### config.mk
export PLATFORM = sky130hd
export DESIGN_NAME = ex_div
export DESIGN_NICKNAME = d
export VERILOG_FILES = /design/src/rtl/ex_div.sv
export SDC_FILE = /design/constraint.sdc
export NUM_CORES = 1
export LEC_CHECK = 0
export ABC_CLOCK_PERIOD_IN_PS = 6750
export BUFFER_PORTS_ARGS = -buffer_cell sky130_fd_sc_hd__buf_2
export CAP_MARGIN = 40
export CORE_ASPECT_RATIO = 1.1
export CORE_MARGIN = 2
export CORE_UTILIZATION = 60
export CTS_CLUSTER_DIAMETER = 40
export DETAILED_ROUTE_END_ITERATION = 6
export PLACE_DENSITY = 0.86
export SLEW_MARGIN = 20
export SYNTH_ARGS = -nofsm -noshare
export SYNTH_HDL_FRONTEND = slang
export SYNTH_SLANG_ARGS = --single-unit
export TNS_END_PERCENT = 10
### constraint.sdc
create_clock -name clk -period 6.75 [get_ports clk]
set_input_delay 1.35 -clock clk [delete_from_list [all_inputs] [get_ports clk]]
set_output_delay 1.35 -clock clk [all_outputs]
set_load 0.1 [all_outputs]
### src/rtl/ex_div.sv
// Execute-stage radix-2 restoring divider for DIV/DIVU.
// Produces the quotient for LO and the remainder for HI, and stalls F/D/E while it iterates.
module ex_div #(
  parameter int unsigned WIDTH = 32,
  parameter int unsigned CNT_W = 6
) (
  input  logic             clk,
  input  logic             rst,
  input  logic             flushE,
  input  logic             div_startE,
  input  logic             div_signedE,
  input  logic             holdE,
  input  logic [WIDTH-1:0] a_i,
  input  logic [WIDTH-1:0] b_i,
  output logic             div_stallE,
  output logic             div_readyE,
  output logic [WIDTH-1:0] quotient_o,
  output logic [WIDTH-1:0] remainder_o
);

  localparam logic [1:0] IDLE = 2'd0;
  localparam logic [1:0] BUSY = 2'd1;
  localparam logic [1:0] DONE = 2'd2;

  logic [1:0]       state_q, state_d;
  logic [CNT_W-1:0] cnt_q, cnt_d;
  logic [WIDTH-1:0] dvd_q, dvd_d;
  logic [WIDTH-1:0] dvs_q, dvs_d;
  logic [WIDTH-1:0] rem_q, rem_d;
  logic             qsign_q, qsign_d;
  logic             rsign_q, rsign_d;
  logic [WIDTH-1:0] quot_q, quot_d;
  logic [WIDTH-1:0] remo_q, remo_d;
  logic             ready_q, ready_d;

  logic [WIDTH-1:0] a_abs, b_abs;
  logic [WIDTH:0]   rem_sh;
  logic             no_borrow;
  logic [WIDTH-1:0] rem_trial;
  logic [WIDTH-1:0] rem_nxt;
  logic [WIDTH-1:0] dvd_nxt;

  // Operand magnitudes; only DIV takes absolute values.
  assign a_abs = (div_signedE && a_i[WIDTH-1]) ? WIDTH'(-a_i) : a_i;
  assign b_abs = (div_signedE && b_i[WIDTH-1]) ? WIDTH'(-b_i) : b_i;

  // One restoring step: shift next dividend bit into the partial remainder, trial subtract.
  assign rem_sh    = {rem_q, dvd_q[WIDTH-1]};
  assign no_borrow = (rem_sh >= {1'b0, dvs_q});
  assign rem_trial = WIDTH'(rem_sh - {1'b0, dvs_q});
  assign rem_nxt   = no_borrow ? rem_trial : rem_sh[WIDTH-1:0];
  assign dvd_nxt   = {dvd_q[WIDTH-2:0], no_borrow};

  always_comb begin
    state_d = state_q;
    cnt_d   = cnt_q;
    dvd_d   = dvd_q;
    dvs_d   = dvs_q;
    rem_d   = rem_q;
    qsign_d = qsign_q;
    rsign_d = rsign_q;
    quot_d  = quot_q;
    remo_d  = remo_q;
    ready_d = 1'b0;
    case (state_q)
      IDLE: begin
        if (div_startE && !flushE) begin
          state_d = BUSY;
          dvd_d   = a_abs;
          dvs_d   = b_abs;
          qsign_d = div_signedE & (a_i[WIDTH-1] ^ b_i[WIDTH-1]);
          rsign_d = div_signedE & a_i[WIDTH-1];
          rem_d   = '0;
          cnt_d   = '0;
        end
      end
      BUSY: begin
        rem_d = rem_nxt;
        dvd_d = dvd_nxt;
        cnt_d = CNT_W'(cnt_q + 1'b1);
        if (cnt_q == CNT_W'(WIDTH - 1)) begin
          quot_d  = qsign_q ? WIDTH'(-dvd_nxt) : dvd_nxt;
          remo_d  = rsign_q ? WIDTH'(-rem_nxt) : rem_nxt;
          state_d = DONE;
          ready_d = 1'b1;
        end
      end
      DONE: begin
        // Held instruction stays in E; start is still asserted but must not retrigger.
        if (holdE) ready_d = 1'b1;
        else       state_d = IDLE;
      end
      default: state_d = IDLE;
    endcase
    if (flushE) begin
      state_d = IDLE;
      ready_d = 1'b0;
    end
  end

  always_ff @(posedge clk or posedge rst) begin
    if (rst) begin
      state_q <= IDLE;
      cnt_q   <= '0;
      dvd_q   <= '0;
      dvs_q   <= '0;
      rem_q   <= '0;
      qsign_q <= 1'b0;
      rsign_q <= 1'b0;
      quot_q  <= '0;
      remo_q  <= '0;
      ready_q <= 1'b0;
    end else begin
      state_q <= state_d;
      cnt_q   <= cnt_d;
      dvd_q   <= dvd_d;
      dvs_q   <= dvs_d;
      rem_q   <= rem_d;
      qsign_q <= qsign_d;
      rsign_q <= rsign_d;
      quot_q  <= quot_d;
      remo_q  <= remo_d;
      ready_q <= ready_d;
    end
  end

  assign div_stallE  = ~rst & (((state_q == IDLE) & div_startE & ~flushE) | (state_q == BUSY));
  assign div_readyE  = ready_q;
  assign quotient_o  = quot_q;
  assign remainder_o = remo_q;

endmodule

==> metrics.yaml, run 1 <==
grt_pass1_vias: 11100
p_comb_share_pct: 67.3
antenna_found_initial: 0
final.setup_skew_ps: 14.5
ant_nets: 0
cts_hold_buffers: 0
cts_buffers: 17
clockPowerShare_pct: 12.7
detail_route.wl_per_cell_um: 18.8
syn_inst: 1508
ys_ff_latch: 171
dieHeight_um: 154
vias: 11600
final_cells: 1860
timing.critical_path.to_type: "flip-flop"
status: "finished, violations left"
post-cts-setup-buffers: 0
yosysUniqueCellTypes: 91
dp_worst_setup_slack_ps: 1420
synthArstFlopShare_pct: 100
fillers: 1628
cts.repair.resized: 0
track_usage_pct: 33.1
grt_max_degree: 107
setup_violations: 0
dp_hpwl_mm: 26.1
seqPwrFrac_pct: 20.0
yosysSeqAreaShare_pct: 35.0
routabilityCongestion: 1.02
cts_tree: "built"
worstPathRequired_ps: 7070
num_rows: 54
routed_wl_mm: 34.9
grt_pass1_wl_mm: 57.0
cap_violations: 0
netSwitchingFraction_pct: 52.6
maxSlewViolCount: 0
cts.sinks: 171
rsz0062_at_grt: "no"
grt.overflow.total: 0
syn2layout_area_growth_pct: 11.8
fin_crit_ps: 5520
core_mm2: 0.0199
drive_above_1_share_pct: 14.3
htree_levels: 4
diodes: 0
critPathArrivalTime_ps: 5850
die_w_um: 140
dieArea_mm2: 0.0215
clk_latency_ps: 460
ios: 136
portBuffers: 135
synth_top_flop_cell: "dfrtp_1"
violations: "DRC"
synth_area_mm2: 0.0122
finalCritPeriodShare_pct: 81.8
clockBufferDepth: 2
max_freq_ghz: 0.181
ys_warn_count: 0
power.total_uw: 7630
start_util_pct: 61.3
worstMarginPinSlew_ps: 760
layout.nets: 1707
finalWorstSetupSlack_ps: 1230
drt_iter0_markers: 1014
finalHoldViolations: 0
p_per_area_mw_per_mm2: 559
switching_power_uw: 4010
ir_drop_mv: 0.414
hold_path.class: "flip-flop to flip-flop"
placed_area_mm2: 0.0130
drtPass1Iterations: 7
syn-num-nets: 1620
crit_path_start_kind: "flip-flop"
synth-edff-count: 0
drc: 3
internal-power_uw: 3620
fin_area_mm2: 0.0137
via_per_inst: 6.24
setup.worst_path.class: "flip-flop to flip-flop"
cts_root_buf: "clkbuf_16"
p_leak_uw: 0.00615
placed_cells: 1825
crit_fanout: 25
finalSetupTns_ps: 0
clk_pin_slew_ps: 80
syn_avg_cell_area_um2: 8.10
relSlewSlack_pct: 49.0
[worst paths after layout]
kind,slack (ps),endpoint,start,cells past startpoint
min in group asynchronous,920,state_q[1]$_DFFE_PP0P_,rst,2
worst min-delay path,470,remainder_o[18]$_DFFE_PP0P_,remainder_o[18]$_DFFE_PP0P_,2
worst max register to register,1230,remainder_o[30]$_DFFE_PP0P_,rem_q[9]$_DFFE_PP0P_,17
worst max-delay path,1230,remainder_o[30]$_DFFE_PP0P_,rem_q[9]$_DFFE_PP0P_,17
worst min register to register,470,remainder_o[18]$_DFFE_PP0P_,remainder_o[18]$_DFFE_PP0P_,2
max in group asynchronous,4570,dvs_q[4]$_DFFE_PP0P_,rst,5
[per-stage QoR]
stage               hold slack (ps)  util, %
floorplan                       450        -
CTS                             480     68.1
global route                    505     68.5
global placement                458     64.9
detailed placement              464     65.3
finish                          475     68.5
[flip-flops by register name, indices dropped and copies added, names as in the netlist]
| signal | cells |
|---|---|
| dvs_q | 32 |
| quotient_o | 32 |
| remainder_o | 32 |
| state_q | 2 |
| cnt_q | 6 |
| rem_q | 32 |
| rsign_q | 1 |
| dvd_q | 32 |
| div_readyE | 1 |
| qsign_q | 1 |
[power by group through the flow]
| stage | clock [µW] | sequential, µW | combinational (µW) |
|---|---|---|---|
| 2_1_floorplan | 0 | 1430 | 3870 |
| 5_1_grt | 1010 | 1550 | 5590 |
| 6_report | 967 | 1530 | 5140 |
| 3_5_place_dp | 0 | 1530 | 4980 |
| 3_3_place_gp | 0 | 1530 | 4920 |
| 4_1_cts | 970 | 1520 | 5020 |
[area by class of cell]
type | count | area [µm²] | area share (%)
flip-flops and latches | 171 | 4280 | 31.3
clock buffers | 18 | 439 | 3.21
multi-input cells | 1199 | 7380 | 54.1
well taps | 252 | 315 | 2.31
inverters | 56 | 215 | 1.58
repair buffers | 150 | 903 | 6.61
clock inverters | 14 | 125 | 0.916
[logic make-up after synthesis]
family	Yosys count	synth area share, %
AO/OA/AOI/OAI	481	24.4
XOR/XNOR	135	9.68
adder cells (fa/ha/maj)	42	4.36
buffers and inverters	138	4.69
flip-flops	171	35.0
multiplexers	28	2.36
AND/OR/NAND/NOR	513	19.5
[critical path: stages, from the launching register on]
cell      delay (ps)
dfrtp_1          490
ha_1             460
and4_4           260
and2_4           170
and4_1           190
a211oi_1         430
nand3_2          630
inv_2            230
mux2i_1          330
ha_1             270
nand2_1           50
or4_1            470
nand4b_1         240
a211oi_1         380
nand4_1          220
o31ai_1          330
xnor2_1          150
o21ai_1           70
[routing by layer]
layer  track usage (%)  part of all wire (%)
met1              40.9                    40
met2              57.0                    50
met3              5.29                   4.9
met4              15.3                   5.0
met5                 0                     0
[cells in the final DEF (no fill, tap or decap), types with 40 or more instances in the layout]
| cell | count |
|---|---|
| ha_1 | 40 |
| nand2_1 | 235 |
| buf_2 | 135 |
| dfrtp_1 | 171 |
| a21oi_1 | 94 |
| xor2_1 | 71 |
| nor2_1 | 109 |
| o21ai_0 | 230 |
| xnor2_1 | 64 |
| inv_1 | 54 |
[cell usage after synthesis, drive strengths merged, types with 6 or more instances]
master / n / area (µm²)
mux2i: 25 / 254
inv: 56 / 210
a31oi: 10 / 68.8
ha: 41 / 513
clkbuf: 51 / 191
o21a: 8 / 60.1
dfrtp: 171 / 4280
nor2: 110 / 415
a21oi: 96 / 488
nand3: 19 / 100
a31o: 6 / 70.1
a211oi: 12 / 100
o31ai: 21 / 158
nor4: 16 / 106
or3: 18 / 118
xor2: 71 / 622
nand2b: 7 / 43.8
nand4: 21 / 131
o41ai: 19 / 193
nand2: 237 / 892
or4: 14 / 109
or2: 8 / 50.1
and2: 12 / 77.6
o21ai: 237 / 1190
xnor2: 64 / 561
nor3: 26 / 130
buf: 31 / 171
a21o: 16 / 129
No activity file was read; power rests on OpenSTA's default activity.
==> run 2, diff against run 1 <==
--- a/config.mk
+++ b/config.mk
@@ -5,15 +5,16 @@
 export SDC_FILE = /design/constraint.sdc
 export NUM_CORES = 1
 export LEC_CHECK = 0
-export ABC_CLOCK_PERIOD_IN_PS = 6750
+export ABC_AREA = 1
+export ABC_CLOCK_PERIOD_IN_PS = 5300
 export BUFFER_PORTS_ARGS = -buffer_cell sky130_fd_sc_hd__buf_2
 export CAP_MARGIN = 40
 export CORE_ASPECT_RATIO = 1.1
 export CORE_MARGIN = 2
-export CORE_UTILIZATION = 60
+export CORE_UTILIZATION = 61
 export CTS_CLUSTER_DIAMETER = 40
 export DETAILED_ROUTE_END_ITERATION = 6
-export PLACE_DENSITY = 0.86
+export PLACE_DENSITY = 0.87
 export SLEW_MARGIN = 20
 export SYNTH_ARGS = -nofsm -noshare
 export SYNTH_HDL_FRONTEND = slang
==> constraint.sdc (replaced) <==
create_clock -name clk -period 5.3 [get_ports clk]
set_input_delay 1.06 -clock clk [delete_from_list [all_inputs] [get_ports clk]]
set_output_delay 1.06 -clock clk [all_outputs]
set_load 0.1 [all_outputs]
==> metrics.yaml, run 2 <==
cts.sinks: 171  # unchanged
ir_drop_mv: 0.268  # -35%
cts_tree: "built"
relSlewSlack_pct: 35.5  # -13 points
finalCritPeriodShare_pct: 77.1  # -4.7 points
synth_top_family_by_area: "simple AND/OR/NAND/NOR gates"
die_w_um: 142  # +1.6%
ios: 136  # unchanged
final.setup_skew_ps: 16.2  # +1.71 ps
finalHoldViolations: 0  # unchanged
reg2reg_from: "rem_q[5]$_DFFE_PP0P_"
diodes: 0  # unchanged
num_rows: 55  # +1.9%
start_util_pct: 62.2  # +0.91 points
cap_violations: 0  # unchanged
clockBufferDepth: 2  # unchanged
detail_route.wl_per_cell_um: 17.2  # -8.5%
grt.overflow.total: 0  # unchanged
clk_latency_ps: 450  # about the same
vias: 13400  # +15%
htree_levels: 4  # unchanged
synth_most_common_cell: "nand2_1"
hold_path.class: "flip-flop to flip-flop"
cts.repair.resized: 0  # unchanged
worstMarginPinSlew_ps: 968  # +208 ps
dieHeight_um: 156  # +1.6%
mostFrequentLayoutCell: "nand2_1"
portBuffers: 135  # unchanged
cts_buffers: 17  # unchanged
drt_iter0_markers: 1101  # +8.6%
internal-power_uw: 2660  # -26%
routed_wl_mm: 40.2  # +15%
layout_common_cells: "639 x nand2_1, 261 x inv_1, 171 x nor2_1, 171 x dfrtp_1, 162 x o21ai_0"
post-cts-setup-buffers: 0  # unchanged
seqPwrFrac_pct: 36.4  # +16 points
yosysSeqAreaShare_pct: 33.3  # -1.7 points
synth_simple_gate_area_share_pct: 35.1  # +16 points
syn-num-nets: 2080  # +28%
syn_inst: 1968  # +31%
crit_fanout: 14  # -44%
dieArea_mm2: 0.0222  # +3.3%
ys_warn_count: 0  # unchanged
max_freq_ghz: 0.245  # +35%
synthArstFlopShare_pct: 100  # unchanged
reg2reg_depth: 26  # +9
fin_crit_ps: 4090  # -1440 ps
yosysTopAreaCellShare_pct: 33.3  # -1.7 points
synth_compound_area_share_pct: 12.4  # -12 points
synthAdderAreaFrac_pct: 4.15  # -0.21 points
synth_area_leader_cell: "dfrtp_1"
netSwitchingFraction_pct: 43.5  # -9.1 points
cts_hold_buffers: 0  # unchanged
clk_pin_slew_ps: 80  # about the same
cts_root_buf: "clkbuf_16"
grt_max_degree: 172  # +61%
finalSetupTns_ps: 0  # unchanged
layout.nets: 2184  # +28%
crit_path_start_kind: "flip-flop"
setup_violations: 0  # unchanged
synthXorXnorAreaFrac_pct: 4.77  # -4.9 points
core_mm2: 0.0206  # +3.6%
timing.critical_path.to_type: "flip-flop"
syn2layout_area_growth_pct: 11.6
p_per_area_mw_per_mm2: 329  # -41%
synth_area_leaders: "dfrtp_1 33%, nand2_1 19%, inv_1 7.7%"
synth.top_cells.by_count: "639 x nand2_1, 263 x inv_1, 172 x nor2_1"
antenna_found_initial: 0  # unchanged
grt_pass1_wl_mm: 64.5  # +13%
crit_path_start: "rem_q[5]$_DFFE_PP0P_"
drtPass1Iterations: 5  # -2
crit_end: "quotient_o[30]$_DFFE_PP0P_"
drc: 0  # -3
maxSlewViolCount: 0  # unchanged
synth_mux_area_share_pct: 0.0780  # -2.3 points
whs_ps: 476  # +1.75 ps
p_leak_uw: 0.00788  # +28%
drive_above_1_share_pct: 11.6  # -2.7 points
synth-edff-count: 0  # unchanged
worstPathRequired_ps: 5640  # -1430 ps
clockPowerShare_pct: 28.3  # +16 points
rsz0062_at_grt: "no"
synth_top_flop_cell: "dfrtp_1"
switching_power_uw: 2050  # -49%
p_comb_share_pct: 35.3  # -32 points
via_per_inst: 5.70  # -8.6%
yosysUniqueCellTypes: 53  # -42%
r2r_slack_ps: 1210  # about the same
status: "completed"
synth_area_mm2: 0.0128  # +5.1%
r2r-end: "quotient_o[30]$_DFFE_PP0P_"
setup.worst_path.class: "flip-flop to flip-flop"
track_usage_pct: 37.3  # +4.2 points
syn_avg_cell_area_um2: 6.52  # -19%
dp_hpwl_mm: 30.2  # +16%
grt_pass1_vias: 12800  # +15%
ant_nets: 0  # unchanged
power.total_uw: 4710  # -38%
critPathArrivalTime_ps: 4430  # -1420 ps
routabilityCongestion: 1.02  # -0.46%
ys_ff_latch: 171  # unchanged
run 2: logic make-up after synthesis:
kind of cell / after synthesis
simple gates: 1060
buf+inv: 333
compound gates: 291
flops: 171
xor+xnor: 70
fa+ha+maj: 42
mux: 1
run 2: worst max-delay path, cell delays in order (launching register included):
cell and delay [ps]:
dfrtp_1 440, ha_1 350, nand2_1 90, nand2_1 60
nand2_1 60, nand2_1 90, clkinv_1 70, nand3_2 110
nand2_2 110, nand2_4 80, a21oi_1 150, buf_4 240
ha_1 200, inv_1 70, nor2_1 150, nand3_1 130
nor2_1 110, nand2_1 80, nor2_1 120, nand3_1 110
nor2_1 190, nand3_1 100, o21ai_0 390, o21ai_0 200
xor2_1 170, nand2_1 60, nand2_1 50
run 2: layout make-up:
type	instances	area, µm²
Multi-Input combinational cell	1464	7270
Fill cell	1809	6310
Sequential cell	171	4280
Inverter	271	1020
Timing Repair Buffer	147	806
Clock buffer	17	425
Tap cell	256	320
Clock inverter	15	206
run 2: power groups by stage:
stage | Clock (µW) | Combinational [µW] | Sequential (µW)
2_1_floorplan | 0 | 1190 | 1630
6_report | 1330 | 1660 | 1720
3_5_place_dp | 0 | 1610 | 1730
3_3_place_gp | 0 | 1570 | 1730
5_1_grt | 1390 | 1840 | 1730
4_1_cts | 1330 | 1630 | 1700
run 2: worst min-delay path by stage:
| stage | cells after the start | endpoint | startpoint |
|---|---|---|---|
| finish | 2 | remainder_o[24]$_DFFE_PP0P_ | remainder_o[24]$_DFFE_PP0P_ |
| global route | 2 | quotient_o[21]$_DFFE_PP0P_ | quotient_o[21]$_DFFE_PP0P_ |
| CTS | 2 | remainder_o[21]$_DFFE_PP0P_ | remainder_o[21]$_DFFE_PP0P_ |
| detailed placement | 2 | remainder_o[21]$_DFFE_PP0P_ | remainder_o[21]$_DFFE_PP0P_ |
| global placement | 2 | remainder_o[21]$_DFFE_PP0P_ | remainder_o[21]$_DFFE_PP0P_ |
| floorplan | 2 | dvs_q[10]$_DFFE_PP0P_ | dvs_q[10]$_DFFE_PP0P_ |
run 2: per-stage QoR:
stage / util [%] / cell area (µm²) / setup WS [ps] / std cells
3_5_place_dp: 66.4 / 13700 / 1320 / 2309
6_report: 69.4 / 14300 / 1210 / 2341
3_3_place_gp: 66.2 / 13700 / 1460 / 2307
4_1_cts: 69.4 / 14300 / 1280 / 2341
5_1_grt: 69.4 / 14300 / 794 / 2341
2_1_floorplan: - / 12800 / 1010 / 1968
run 2: layer usage:
| metal | global-route usage [%] | up-vias | share of wire, % |
|---|---|---|---|
| met5 | 0 | - | 0 |
| met4 | 26.7 | 0 | 8.1 |
| met3 | 4.11 | 158 | 5.3 |
| met2 | 64.3 | 564 | 48 |
| met1 | 43.1 | 6161 | 38 |
| li1 | - | 6469 | - |
